File: src/rtl/resp_packer_pkg.sv
// Shared definitions for the response packer: default widths and FSM state encoding.
package resp_packer_pkg;

   localparam int DATA_WIDTH = 8;
   localparam int RES_WIDTH  = 2 * DATA_WIDTH;

   localparam logic [1:0] ST_IDLE    = 2'd0;
   localparam logic [1:0] ST_SEND_LO = 2'd1;
   localparam logic [1:0] ST_SEND_HI = 2'd2;
   localparam logic [1:0] ST_SEND_RD = 2'd3;

endpackage

File: src/rtl/resp_packer.sv
// Serialises ALU results (two bytes, low first) and register read data (one byte)
// into a byte-wide TX FIFO, stalling on fifo_full and flagging discarded responses.
module resp_packer
   import resp_packer_pkg::*;
#(
   parameter int data_width = DATA_WIDTH,
   parameter int res_width  = RES_WIDTH
) (
   input  logic                  clk,
   input  logic                  reset,
   input  logic [res_width-1:0]  alu_out,
   input  logic                  out_valid,
   input  logic [data_width-1:0] rddata,
   input  logic                  rddata_valid,
   input  logic                  fifo_full,
   output logic                  wr_inc,
   output logic [data_width-1:0] wr_data,
   output logic                  busy,
   output logic                  drop_err
);

   logic [1:0]           state, state_nxt;
   logic [res_width-1:0] holding;
   logic                 drop_nxt;

   always_ff @(posedge clk or negedge reset) begin
      if (!reset) state <= ST_IDLE;
      else        state <= state_nxt;
   end

   always_comb begin
      state_nxt = state;
      case (state)
         ST_IDLE: begin
            if (out_valid)         state_nxt = ST_SEND_LO;
            else if (rddata_valid) state_nxt = ST_SEND_RD;
         end
         ST_SEND_LO: if (wr_inc) state_nxt = ST_SEND_HI;
         ST_SEND_HI: if (wr_inc) state_nxt = ST_IDLE;
         ST_SEND_RD: if (wr_inc) state_nxt = ST_IDLE;
         default:    state_nxt = ST_IDLE;
      endcase
   end

   always_comb begin
      wr_inc  = 1'b0;
      wr_data = '0;
      busy    = (state != ST_IDLE);
      case (state)
         ST_SEND_LO, ST_SEND_RD: begin
            wr_inc  = !fifo_full;
            wr_data = holding[data_width-1:0];
         end
         ST_SEND_HI: begin
            wr_inc  = !fifo_full;
            wr_data = holding[res_width-1:data_width];
         end
         default: ;
      endcase
   end

   // A strobe is lost if the FSM is busy, or if read data collides with an ALU result.
   assign drop_nxt = (state != ST_IDLE) ? (out_valid || rddata_valid)
                                        : (out_valid && rddata_valid);

   always_ff @(posedge clk or negedge reset) begin
      if (!reset) begin
         holding  <= '0;
         drop_err <= 1'b0;
      end else begin
         drop_err <= drop_nxt;
         if (state == ST_IDLE) begin
            if (out_valid)         holding <= alu_out;
            else if (rddata_valid) holding[data_width-1:0] <= rddata;
         end
      end
   end

endmodule

File: config.mk
export PLATFORM = sky130hd
export DESIGN_NAME = resp_packer
export DESIGN_NICKNAME = d
export VERILOG_FILES = /design/src/rtl/resp_packer_pkg.sv /design/src/rtl/resp_packer.sv
export SDC_FILE = /design/constraint.sdc
export NUM_CORES = 1
export LEC_CHECK = 0
export BUFFER_PORTS_ARGS = -buffer_cell sky130_fd_sc_hd__buf_2
export CORE_MARGIN = 2
export CORE_UTILIZATION = 25
export CTS_CLUSTER_DIAMETER = 60
export DETAILED_ROUTE_END_ITERATION = 12
export MAX_ROUTING_LAYER = met4
export SLEW_MARGIN = 20
export SYNTH_ARGS = -nofsm -noshare
export SYNTH_HDL_FRONTEND = slang
export SYNTH_SLANG_ARGS = --single-unit
File: constraint.sdc
create_clock -name clk -period 1.4 [get_ports clk]
set_input_delay 0.21 -clock clk [delete_from_list [all_inputs] [get_ports clk]]
set_output_delay 0.21 -clock clk [all_outputs]
set_load 0.02 [all_outputs]
### Yosys cells after proc, flatten, opt, wreduce, memory -nomap -nowiden

Cells that the tools add are included.

| word-level totals | value |
|---|---|
| flip-flop bits (word level) | 19 |
| logic and storage cells | 32 |

| operators by class | value |
|---|---|
| reductions and logical operators | 12 |
| multiplexer cells | 10 |
| equality and inequality tests | 6 |

Operators with widths:

| kind | number |
|---|---|
| $mux 8 | 2 |
| $pmux 8 s2 | 1 |
| $mux 2 | 4 |
| $pmux 2 s3 | 1 |
| $eq 2x2->1 const B | 2 |
| $reduce_and 2->1 | 2 |
| $reduce_bool 2->1 | 2 |
| $reduce_or 2->1 | 2 |
| $ne 3x3->1 const B | 1 |
| $reduce_and 3->1 | 1 |
| $reduce_or 3->1 | 1 |
| $eq 2x1->1 const B | 1 |
| $logic_not 2->1 | 1 |
| $mux 1 | 2 |
| $ne 2x1->1 const B | 1 |
| $ne 2x2->1 const B | 1 |
| $logic_and 1x1->1 | 1 |
| $logic_not 1->1 | 1 |
| $logic_or 1x1->1 | 1 |

### Longest topological paths before layout

Gate-level depths: netlist of the first run.

| logic depth | value |
|---|---|
| depth after elaboration | 5 |
| gate-level depth with buffers | 4 |
| depth with buffers taken out | 3 |

### Worst setup path after synthesis of the first run

OpenSTA, ideal clock, no wires.

| path | value |
|---|---|
| path kind | flip-flop to flip-flop |
| start point | register state[1] |
| end point | register holding[10] |
| stages on the path, launching flop included | 5 |
| buffers on the path | 1 |
| arrival time | 1.138 ns |
| period minus slack after synthesis | 1.263 ns |
| slack | 0.137 ns |
| cells stage by stage | dfrtp_1 nor2_2 and2_4 buf_6 mux2_4 |

| on the way | value |
|---|---|
| cells in the longest elaborated chain, start to end | 2 |

Ends and longest elaborated chain:

| what | RTL line | source |
|---|---|---|
| from (decl) | resp_packer.sv:22 | `logic [1:0] state, state_nxt;` |
| from (signal assigned) | resp_packer.sv:28 | `else state <= state_nxt;` |
| $logic_not 2->1 | resp_packer.sv:72 | `if (state == ST_IDLE) begin` |
| $reduce_and 2->1 (no source line) | - |  |
| to (signal assigned) | resp_packer.sv:73 | `if (out_valid) holding <= alu_out;` |
| to (signal, indexed assignment) | resp_packer.sv:74 | `else if (rddata_valid) holding[data_width-1:0] <= rddata;` |
| to (decl) | resp_packer.sv:23 | `logic [res_width-1:0] holding;` |

No other way between the ends.
A chain may end at the register's enable or synchronous reset.

### Final worst setup path of the first run

| path | value |
|---|---|
| start point | register state[0] |
| end point | output wr_data[4] |

| on the way | value |
|---|---|
| cells in the longest elaborated chain, start to end | 3 |
| elaborated cells between the ends (all ways) | 5 |

Ends and longest elaborated chain:

| what | RTL line | source |
|---|---|---|
| $eq 2x1->1 / $eq 2x2->1 (equally long branches) | resp_packer.sv:49 | `case (state)` |
| $reduce_or 2->1 | resp_packer.sv:49 |  |
| $pmux 8 s2 (*) | resp_packer.sv:49 |  |
| to (decl) | resp_packer.sv:17 | `output logic [data_width-1:0] wr_data,` |

Every way passes the cells marked *; elsewhere a longest branch is shown, timed or not.

==> qor.yml, run 1 <==
logic_synthesis:
  synth_top_family_by_area: "multiplexers"
  yosysMostFrequentCell: "dfrtp_1"
  ys_seq_area_frac: 0.483
  ys_top_cells_by_count: "19 x dfrtp_1, 16 x mux2_4, 8 x a22o_1, 8 x mux2_2, 3 x nand2_1"
  synthXorXnorAreaFrac: 0
  synth.top_cell.area_share: 0.483
  synth-seq-cells: 19
  synthTopCellsByArea: "dfrtp_1 48%, mux2_4 24%, mux2_2 9.2%"
  syn_avg_cell_area_um2: 14.5
  synth.largest_area_cell: "dfrtp_1"
  synth_adder_area_share: 0.0102
  yosys.area_share.simple: 0.0458
  synth.area.mux_share: 0.336
  synth_edf_count: 0
  ys_types: 17
  synth_ff_type: "dfrtp_1"
  syn-instance-count: 68
  synthArstFlopShare: 1.00
  syn_area_um2: 983
  synth_warnings: 0
  synth_compound_area_frac: 0.0903
  synth_nets: 97
power:
  power_density_nw_per_um2: 2280
  power.leakage_nw: 0.678
  vdd_drop_max_mv: 0.713
  power_w: 0.00312
global_routing:
  grt-ovfl-total: 0
  grt_pass1_wl_um: 3560
  first_global_vias: 733
  antenna_found_initial: 0
  grt_max_degree: 20
  grtUsageTotal: 0.114
sta:
  min_period_ns: 1.44
  worst_pin_slew_ns: 0.426
  rsz0062_at_grt: "true"
  maxSlewViolCount: 0
  finClkSkew_ns: 0.00190
  min_period_over_period: 1.03
  slew_headroom: 0.716
  fmax_ghz: 0.694
  setup_slack_ns: -0.0418
  hold_viol: 0
  finalSetupViolCount: 16
cells_and_area:
  design_area_um2: 1370
  instances_no_fill: 162
  final_util: 0.369
  drive_gt1_frac: 0.693
  seq_area_um2: 475
  fill_cells: 377
  final_nets: 144
  multi_input_area_um2: 487
  n_antenna_cell: 0
  area_delta_synth_final_pct: 39.4
hold_path:
  hp-class: "in -> reg"
die:
  rows: 22
  die_w_um: 66.7
  die_area_um2: 4450
  die_y_um: 66.7
  start_util: 0.265
  core_um2: 3720
  io-pin-count: 40
cts:
  numCtsBuffers: 3
  root_buffer: "clkbuf_8"
  cts_tree: "built"
  cts.sinks: 19
  clk_pin_slew_worst_paths_ns: 0.07
  cts_buffer_depth: 2
  clk_latency_ns: 0.25
  ctsHtreeMaxLevel: 1
place:
  place_area_um2: 1240
  gp_congestion: 0.756
  pre_cts_ws_ns: -0.134
  port_buffers: 39
  dp_cells: 155
drt:
  wirelength_um: 2170
  vias_per_cell: 4.33
  drt_iter0_markers: 14
  drt_first_pass_iters: 4
  postRouteAntennaNets: 0
  vias: 702
  drc_errors: 0
  wl_per_cell_um: 13.4
setup_path:
  endpoint_kind: "output port"
  startpoint_type: "flip-flop"
  crit_fanout: 8
  crit_required_ns: 1.19
  critical_path_class: "reg -> out"
  crit_arrival_ns: 1.23
outcome:
  outcome: "finished with violations"
  violations: "setup timing"
run:
  cap_viol_max_count: 0
-- critical path: stages, from the launching register on --
cell,delay [ns]
dfrtp_1,0.43
nor2b_4,0.23
a22o_1,0.19
buf_6,0.12
-- path summary, 6_finish.rpt --
path                                  start          end  slack, ns  cells after the start
worst min-delay path             alu_out[9]   holding[9]       0.18                      2
max in group asynchronous             reset     drop_err       0.68                      2
worst max register to register     state[0]  holding[13]      -0.02                      4
worst max-delay path               state[0]   wr_data[4]      -0.04                      3
worst min register to register  holding[13]  holding[13]       0.51                      1
min in group asynchronous             reset   holding[2]       0.43                      2
-- report_power, final --
group          internal [W]  switching (W)  total [W]  leakage (nW)
Sequential         0.000829       0.000162   0.000991         0.223
Combinational      0.000992       0.000762    0.00175         0.429
Clock              0.000198       0.000182   0.000380        0.0255
-- kinds of logic after synthesis --
logic type                 count (synthesis)
muxes                                     24
DFF                                       19
AOI/OAI and AO/OA                         11
and+or+nand+nor                            8
buffers and inverters                      5
adders and majority gates                  1
-- final cells by class --
class                   instances  share of cell area
multi-input cells              44               0.355
flip-flops and latches         19               0.347
repair buffers                 46               0.218
well taps                      48              0.0438
clock buffers                   3              0.0301
clock inverters                 1             0.00365
inverters                       1             0.00274
-- registers in the layout, indices dropped and copies added (netlist names) --
name	count
holding	16
state	2
drop_err	1
-- repair_timing --
| action | in CTS | in global routing |
|---|---|---|
| buffers inserted | 2 | 0 |
| hold endpoints to repair | 19 | 0 |
| endpoints found under the setup margin | 8 | 19 |
| hold buffers | 1 | 0 |
| gates resized for setup | 16 | 4 |
| pin swaps | 6 | 5 |
-- routing by layer --
metal / part of all wire / global-route usage
met5: 0 / -
met4: 0.012 / 0.0536
met3: 0.049 / 0.0186
met2: 0.53 / 0.191
met1: 0.41 / 0.133
-- cells in the final DEF, fill, tap and decap left out, drive strengths merged --
cell type	netlist	routed
dlygate4sd3	0	1
maj3	1	1
clkinv	0	1
nand2	3	3
buf	3	45
and2	1	1
and2b	1	1
nor2	2	2
o21ai	3	3
nor2b	1	1
clkbuf	1	3
inv	1	1
dfrtp	19	19
a22o	8	8
mux2	24	24
-- per-stage QoR --
stage	hold slack, ns	TNS (ns)
after floorplan	-0.0856	0
after global placement	0.164	-0.957
after detailed placement	0.179	-0.935
after CTS	0.179	-0.494
after global routing	0.173	-1.49
final	0.180	-0.380
(Power assumes the default switching activity.)
==> inputs of run 2 (changes only) <==
--- a/config.mk
+++ b/config.mk
@@ -5,12 +5,14 @@
 export SDC_FILE = /design/constraint.sdc
 export NUM_CORES = 1
 export LEC_CHECK = 0
+export ABC_AREA = 1
 export BUFFER_PORTS_ARGS = -buffer_cell sky130_fd_sc_hd__buf_2
 export CORE_MARGIN = 2
 export CORE_UTILIZATION = 25
 export CTS_CLUSTER_DIAMETER = 60
 export DETAILED_ROUTE_END_ITERATION = 12
 export MAX_ROUTING_LAYER = met4
+export PLACE_DENSITY = 0.6
 export SLEW_MARGIN = 20
 export SYNTH_ARGS = -nofsm -noshare
 export SYNTH_HDL_FRONTEND = slang
==> constraint.sdc (replaced) <==
create_clock -name clk -period 1.2 [get_ports clk]
set_input_delay 0.18 -clock clk [delete_from_list [all_inputs] [get_ports clk]]
set_output_delay 0.18 -clock clk [all_outputs]
set_load 0.02 [all_outputs]
==> qor.yml, run 2 <==
outcome:
  outcome: "finished with violations"
  violations: "setup timing"
setup_path:
  crit_required_ns: 1.02
  critPathMaxStageDelay_ns: 0.46
  cp_num_buf_inv: 2
  r2r_start: "state[1]"
  reg2reg_depth: 6
  startpoint_type: "flip-flop"
  startpoint: "state[0]"
  endpoint_kind: "output port"
  timing.rr.end: "holding[2]"
  crit_chain: "buf_6 > nand2_1 > nand2_1 > buf_2"
  endpoint: "wr_data[1]"
  crit_arrival_ns: 1.13
  crit_fanout: 9
  path_common_cell: "nand2_1"
  cp_num_cells: 4
  crit_family: "flip-flops"
  rrSetupSlack_ns: 0.12
  cp_slowest_cell: "dfrtp_2"
  critical_path_class: "reg -> out"
cts:
  cts_tree: "built"
  cts.sinks: 19
  cts_buffer_depth: 2
  clk_pin_slew_worst_paths_ns: 0.07
  clk_latency_ns: 0.25
  numCtsBuffers: 3
  root_buffer: "clkbuf_8"
  ctsHtreeMaxLevel: 1
drt:
  drt_first_pass_iters: 4
  vias_per_cell: 4.13
  wl_per_cell_um: 10.8
  wirelength_um: 2580
  postRouteAntennaNets: 0
  drt_iter0_markers: 40
  drc_errors: 0
  vias: 986
power:
  vdd_drop_max_mv: 0.788
  power.leakage_nw: 0.809
  power_density_nw_per_um2: 2420
logic_synthesis:
  yosysMostFrequentCell: "nand2_1"
  syn_area_um2: 1020
  ys_types: 15
  yosys.area_share.simple: 0.457
  synth_nets: 171
  synth.area.mux_share: 0
  synth.largest_area_cell: "dfrtp_1"
  synth_ff_type: "dfrtp_1"
  synthTopCellsByArea: "dfrtp_1 46%, nand2_1 32%, nand3_1 8.3%"
  ys_seq_area_frac: 0.464
  synth_top_family_by_area: "simple AND/OR/NAND/NOR gates"
  synthXorXnorAreaFrac: 0
  synth_compound_area_frac: 0.00977
  synth_adder_area_share: 0
  synth_edf_count: 0
  synth_warnings: 0
  synthArstFlopShare: 1.00
  synth-seq-cells: 19
  ys_top_cells_by_count: "86 x nand2_1, 19 x dfrtp_1, 17 x nand3_1"
  syn-instance-count: 142
  syn_avg_cell_area_um2: 7.22
  synth.top_cell.area_share: 0.464
sta:
  min_period_ns: 1.31
  finalSetupViolCount: 10
  rsz0062_at_grt: "true"
  worst_pin_slew_ns: 0.426
  min_period_over_period: 1.09
  finClkSkew_ns: 0.000650
  slew_headroom: 0.716
  setup_slack_ns: -0.112
  maxSlewViolCount: 0
  finalSetupTns_ns: -0.979
  hold_viol: 0
  fmax_ghz: 0.762
place:
  hpwl_um: 2000
  port_buffers: 39
  place_area_um2: 1270
  gp_congestion: 0.813
die:
  die_y_um: 68.0
  die_area_um2: 4630
  core_um2: 3970
  die_w_um: 68.0
  io-pin-count: 40
  rows: 23
  start_util: 0.258
cells_and_area:
  design_area_um2: 1410
  final_cell_mix: "84 x nand2_1, 32 x buf_2, 17 x dfrtp_1"
  final_nets: 219
  n_antenna_cell: 0
  largest_register_ffs: 16
  largestRegisters: "holding x16, state x2, drop_err x1"
  area_delta_synth_final_pct: 38.0
  drive_gt1_frac: 0.333
  top_register: "holding"
  final_common_cell: "nand2_1"
  fill_cells: 447
global_routing:
  grtUsageTotal: 0.131
  antenna_found_initial: 0
  grt_max_degree: 20
  first_global_vias: 990
  grt_pass1_wl_um: 4370
  grt-ovfl-total: 0
run:
  cap_viol_max_count: 0
hold_path:
  hp-class: "in -> reg"
## run 2: cell count changes after synthesis, sizes merged, moves of 2 or more
cell   before  now
nor2        2    5
buf         3    5
nand2       3   89
o21ai       3    1
inv         1    4
mux2       24    0
nand3       0   17
a22o        8    0
## run 2: how the worst min path moves through the flow
stage	from	to	slack (ns)	depth (start not counted)
after detailed placement	reset	holding[14]	0.15	1
final	alu_out[11]	holding[11]	0.16	3
after floorplan	reset	drop_err	-0.12	0
after global routing	alu_out[14]	holding[14]	0.17	3
after CTS	alu_out[14]	holding[14]	0.15	3
after global placement	reset	holding[12]	0.15	1
## run 2: worst reg2reg max path: stages, from the launching register on
cell and delay (ns):
dfrtp_2 0.46, buf_6 0.14, inv_2 0.06, nand2_4 0.06, nor2_4 0.17, nand2_1 0.08
nand2_1 0.06
## run 2: what timing repair did
item | in CTS | in global routing
buffers inserted | 1 | 1
hold buffers | 1 | 0
endpoints found under the hold margin | 19 | 0
endpoints found under the setup margin | 10 | 15
pin swaps | 0 | 1
gates resized for setup | 13 | 11
## run 2: cell families after synthesis
logic type      after synthesis
compound gates                2
buf+inv                      10
flops                        19
simple gates                111
## run 2: per-stage QoR
stage	total power, W	utilization	instances	hold slack (ns)	worst slack, ns
2_1_floorplan	0.00224	-	142	-0.116	0.0713
3_3_place_gp	0.00269	0.321	232	0.147	0.0732
3_5_place_dp	0.00271	0.321	232	0.148	0.0797
4_1_cts	0.00333	0.346	238	0.152	-0.141
5_1_grt	0.00374	0.356	239	0.168	-0.171
6_report	0.00341	0.356	239	0.156	-0.112
## run 2: layer usage
layer / vias to the layer above / global-route usage / wire length [um]
li1: 536 / - / -
met1: 428 / 0.166 / 1180
met2: 20 / 0.209 / 1250
met3: 2 / 0.0263 / 135
met4: 0 / 0.0450 / 15
met5: - / - / 0
## run 2: cell type report
cell class,count,area (um2),area share
clock buffer,4,45.0,0.0319
inverter,5,23.8,0.0168
multi-input combinational,113,488,0.345
sequential,19,478,0.338
tap,50,62.6,0.0442
timing repair buffer,48,317,0.224
## run 2: power by group
part           internal (W)  switching, W
Clock              0.000236      0.000198
Sequential         0.000945      0.000212
Combinational      0.000786       0.00104
Total               0.00197       0.00145
==> inputs of run 3 (changes only) <==
--- a/config.mk
+++ b/config.mk
@@ -5,14 +5,14 @@
 export SDC_FILE = /design/constraint.sdc
 export NUM_CORES = 1
 export LEC_CHECK = 0
-export ABC_AREA = 1
 export BUFFER_PORTS_ARGS = -buffer_cell sky130_fd_sc_hd__buf_2
-export CORE_MARGIN = 2
+export CORE_MARGIN = 3
 export CORE_UTILIZATION = 25
 export CTS_CLUSTER_DIAMETER = 60
 export DETAILED_ROUTE_END_ITERATION = 12
 export MAX_ROUTING_LAYER = met4
-export PLACE_DENSITY = 0.6
+export PLACE_DENSITY = 0.61
+export SETUP_SLACK_MARGIN = 0.4
 export SLEW_MARGIN = 20
 export SYNTH_ARGS = -nofsm -noshare
 export SYNTH_HDL_FRONTEND = slang
==> qor.yml, run 3 (same netlist as run 1, synthesis figures left out) <==
cells_and_area:
  instances_no_fill: 167
  final_nets: 149
  drive_gt1_frac: 0.807
  multi_input_area_um2: 566
  final_common_cell: "buf_2"
  final_util: 0.423
  fill_cells: 351
  top_register: "holding"
  area_delta_synth_final_pct: 59.9
  largest_register_ffs: 16
  n_antenna_cell: 0
  final_cell_mix: "27 x buf_2, 18 x dfrtp_1, 17 x buf_6"
  largestRegisters: "holding x16, state x2, drop_err x1"
  seq_area_um2: 477
power:
  power_w: 0.00426
  vdd_drop_max_mv: 0.991
  power_density_nw_per_um2: 2710
  power.leakage_nw: 0.763
setup_path:
  crit_required_ns: 1.02
  crit_chain: "nor2b_4 > buf_12 > a22o_4 > buf_6"
  crit_family: "flip-flops"
  critical_path_class: "reg -> out"
  cp_slowest_cell: "dfrtp_1"
  cp_num_buf_inv: 2
  crit_arrival_ns: 1.26
  endpoint_kind: "output port"
  critPathMaxStageDelay_ns: 0.39
  startpoint_type: "flip-flop"
  crit_fanout: 8
global_routing:
  grt_pass1_wl_um: 3780
  grtUsageTotal: 0.116
  met3_usage: 0.0292
  grtUsageMet2: 0.195
  first_global_vias: 792
  top_usage_layer: "met2"
  antenna_found_initial: 0
  grt_max_degree: 20
  grt-ovfl-total: 0
  met1_usage: 0.134
place:
  pre_cts_ws_ns: -0.527
  gp_congestion: 0.684
  port_buffers: 39
  hpwl_um: 1720
  dp_cells: 158
die:
  die_w_um: 68.7
  start_util: 0.265
  die_y_um: 68.7
  io-pin-count: 40
  rows: 22
  die_area_um2: 4720
  core_um2: 3720
sta:
  rsz0062_at_grt: "true"
  fmax_ghz: 0.692
  finClkSkew_ns: 0.00350
  worst_pin_slew_ns: 0.269
  setup_slack_ns: -0.245
  min_period_over_period: 1.20
  timing.hold.ws_ns: 0.158
  finalSetupViolCount: 27
  min_period_ns: 1.44
  maxSlewViolCount: 0
  slew_headroom: 0.821
  hold_viol: 0
drt:
  vias_per_cell: 4.41
  wirelength_um: 2330
  wl_per_cell_um: 14.0
  drc_errors: 0
  drt_iter0_markers: 4
  postRouteAntennaNets: 0
  drt_first_pass_iters: 3
  vias: 737
hold_path:
  hp-class: "in -> reg"
cts:
  cts_tree: "built"
  cts_buffer_depth: 2
  cts.sinks: 19
  ctsHtreeMaxLevel: 1
  clk_latency_ns: 0.25
  clk_pin_slew_worst_paths_ns: 0.07
  numCtsBuffers: 3
  root_buffer: "clkbuf_8"
outcome:
  violations: "setup timing"
  outcome: "finished with violations"
run:
  cap_viol_max_count: 0
## run 3: what timing repair did
item,4_1_cts,5_1_grt
gates cloned,1,0
pin swaps,4,1
endpoints found under the setup margin,30,30
hold buffers,1,0
gates resized for setup,33,7
endpoints found under the hold margin,19,0
buffers inserted,3,0
## run 3: report_power, final
group | switching (W) | internal [W]
registers | 0.000250 | 0.000973
clock network | 0.000199 | 0.000236
logic | 0.00101 | 0.00159
total | 0.00146 | 0.00280
## run 3: layout make-up
type,instances,share of cell area
Timing Repair Buffer,51,0.267
Inverter,1,0.00398
Clock buffer,4,0.0286
Multi-Input combinational cell,44,0.360
Sequential cell,19,0.303
Tap cell,48,0.0382
## run 3: routing by layer
layer	share of wire	routed length [um]
met3	0.040	94
met4	0.015	34
met2	0.53	1240
met5	0	0
met1	0.41	967
## run 3: path summary, 6_finish.rpt
path	start	end	slack, ns	cells past startpoint
max	state[1]	wr_data[4]	-0.24	4
min	alu_out[13]	holding[13]	0.16	2
max reg2reg	state[0]	holding[15]	-0.22	4
min reg2reg	holding[2]	holding[2]	0.53	1
max in group asynchronous	reset	state[0]	0.61	2
min in group asynchronous	reset	holding[13]	0.36	2
## run 3: worst reg2reg max path: cells and delay by family, from the launching register on
| kind | cells | cell delay (ns) |
|---|---|---|
| buf+inv | 1 | 0.16 |
| flops | 1 | 0.44 |
| mux | 1 | 0.32 |
| simple gates | 2 | 0.38 |
## run 3: per-stage QoR
| stage | instance area [um2] | setup TNS (ns) |
|---|---|---|
| finish | 1570 | -5.08 |
| global route | 1570 | -6.47 |
| CTS | 1560 | -5.15 |
| detailed placement | 1360 | -6.82 |
| global placement | 1360 | -6.43 |
| floorplan | 1070 | -0.285 |
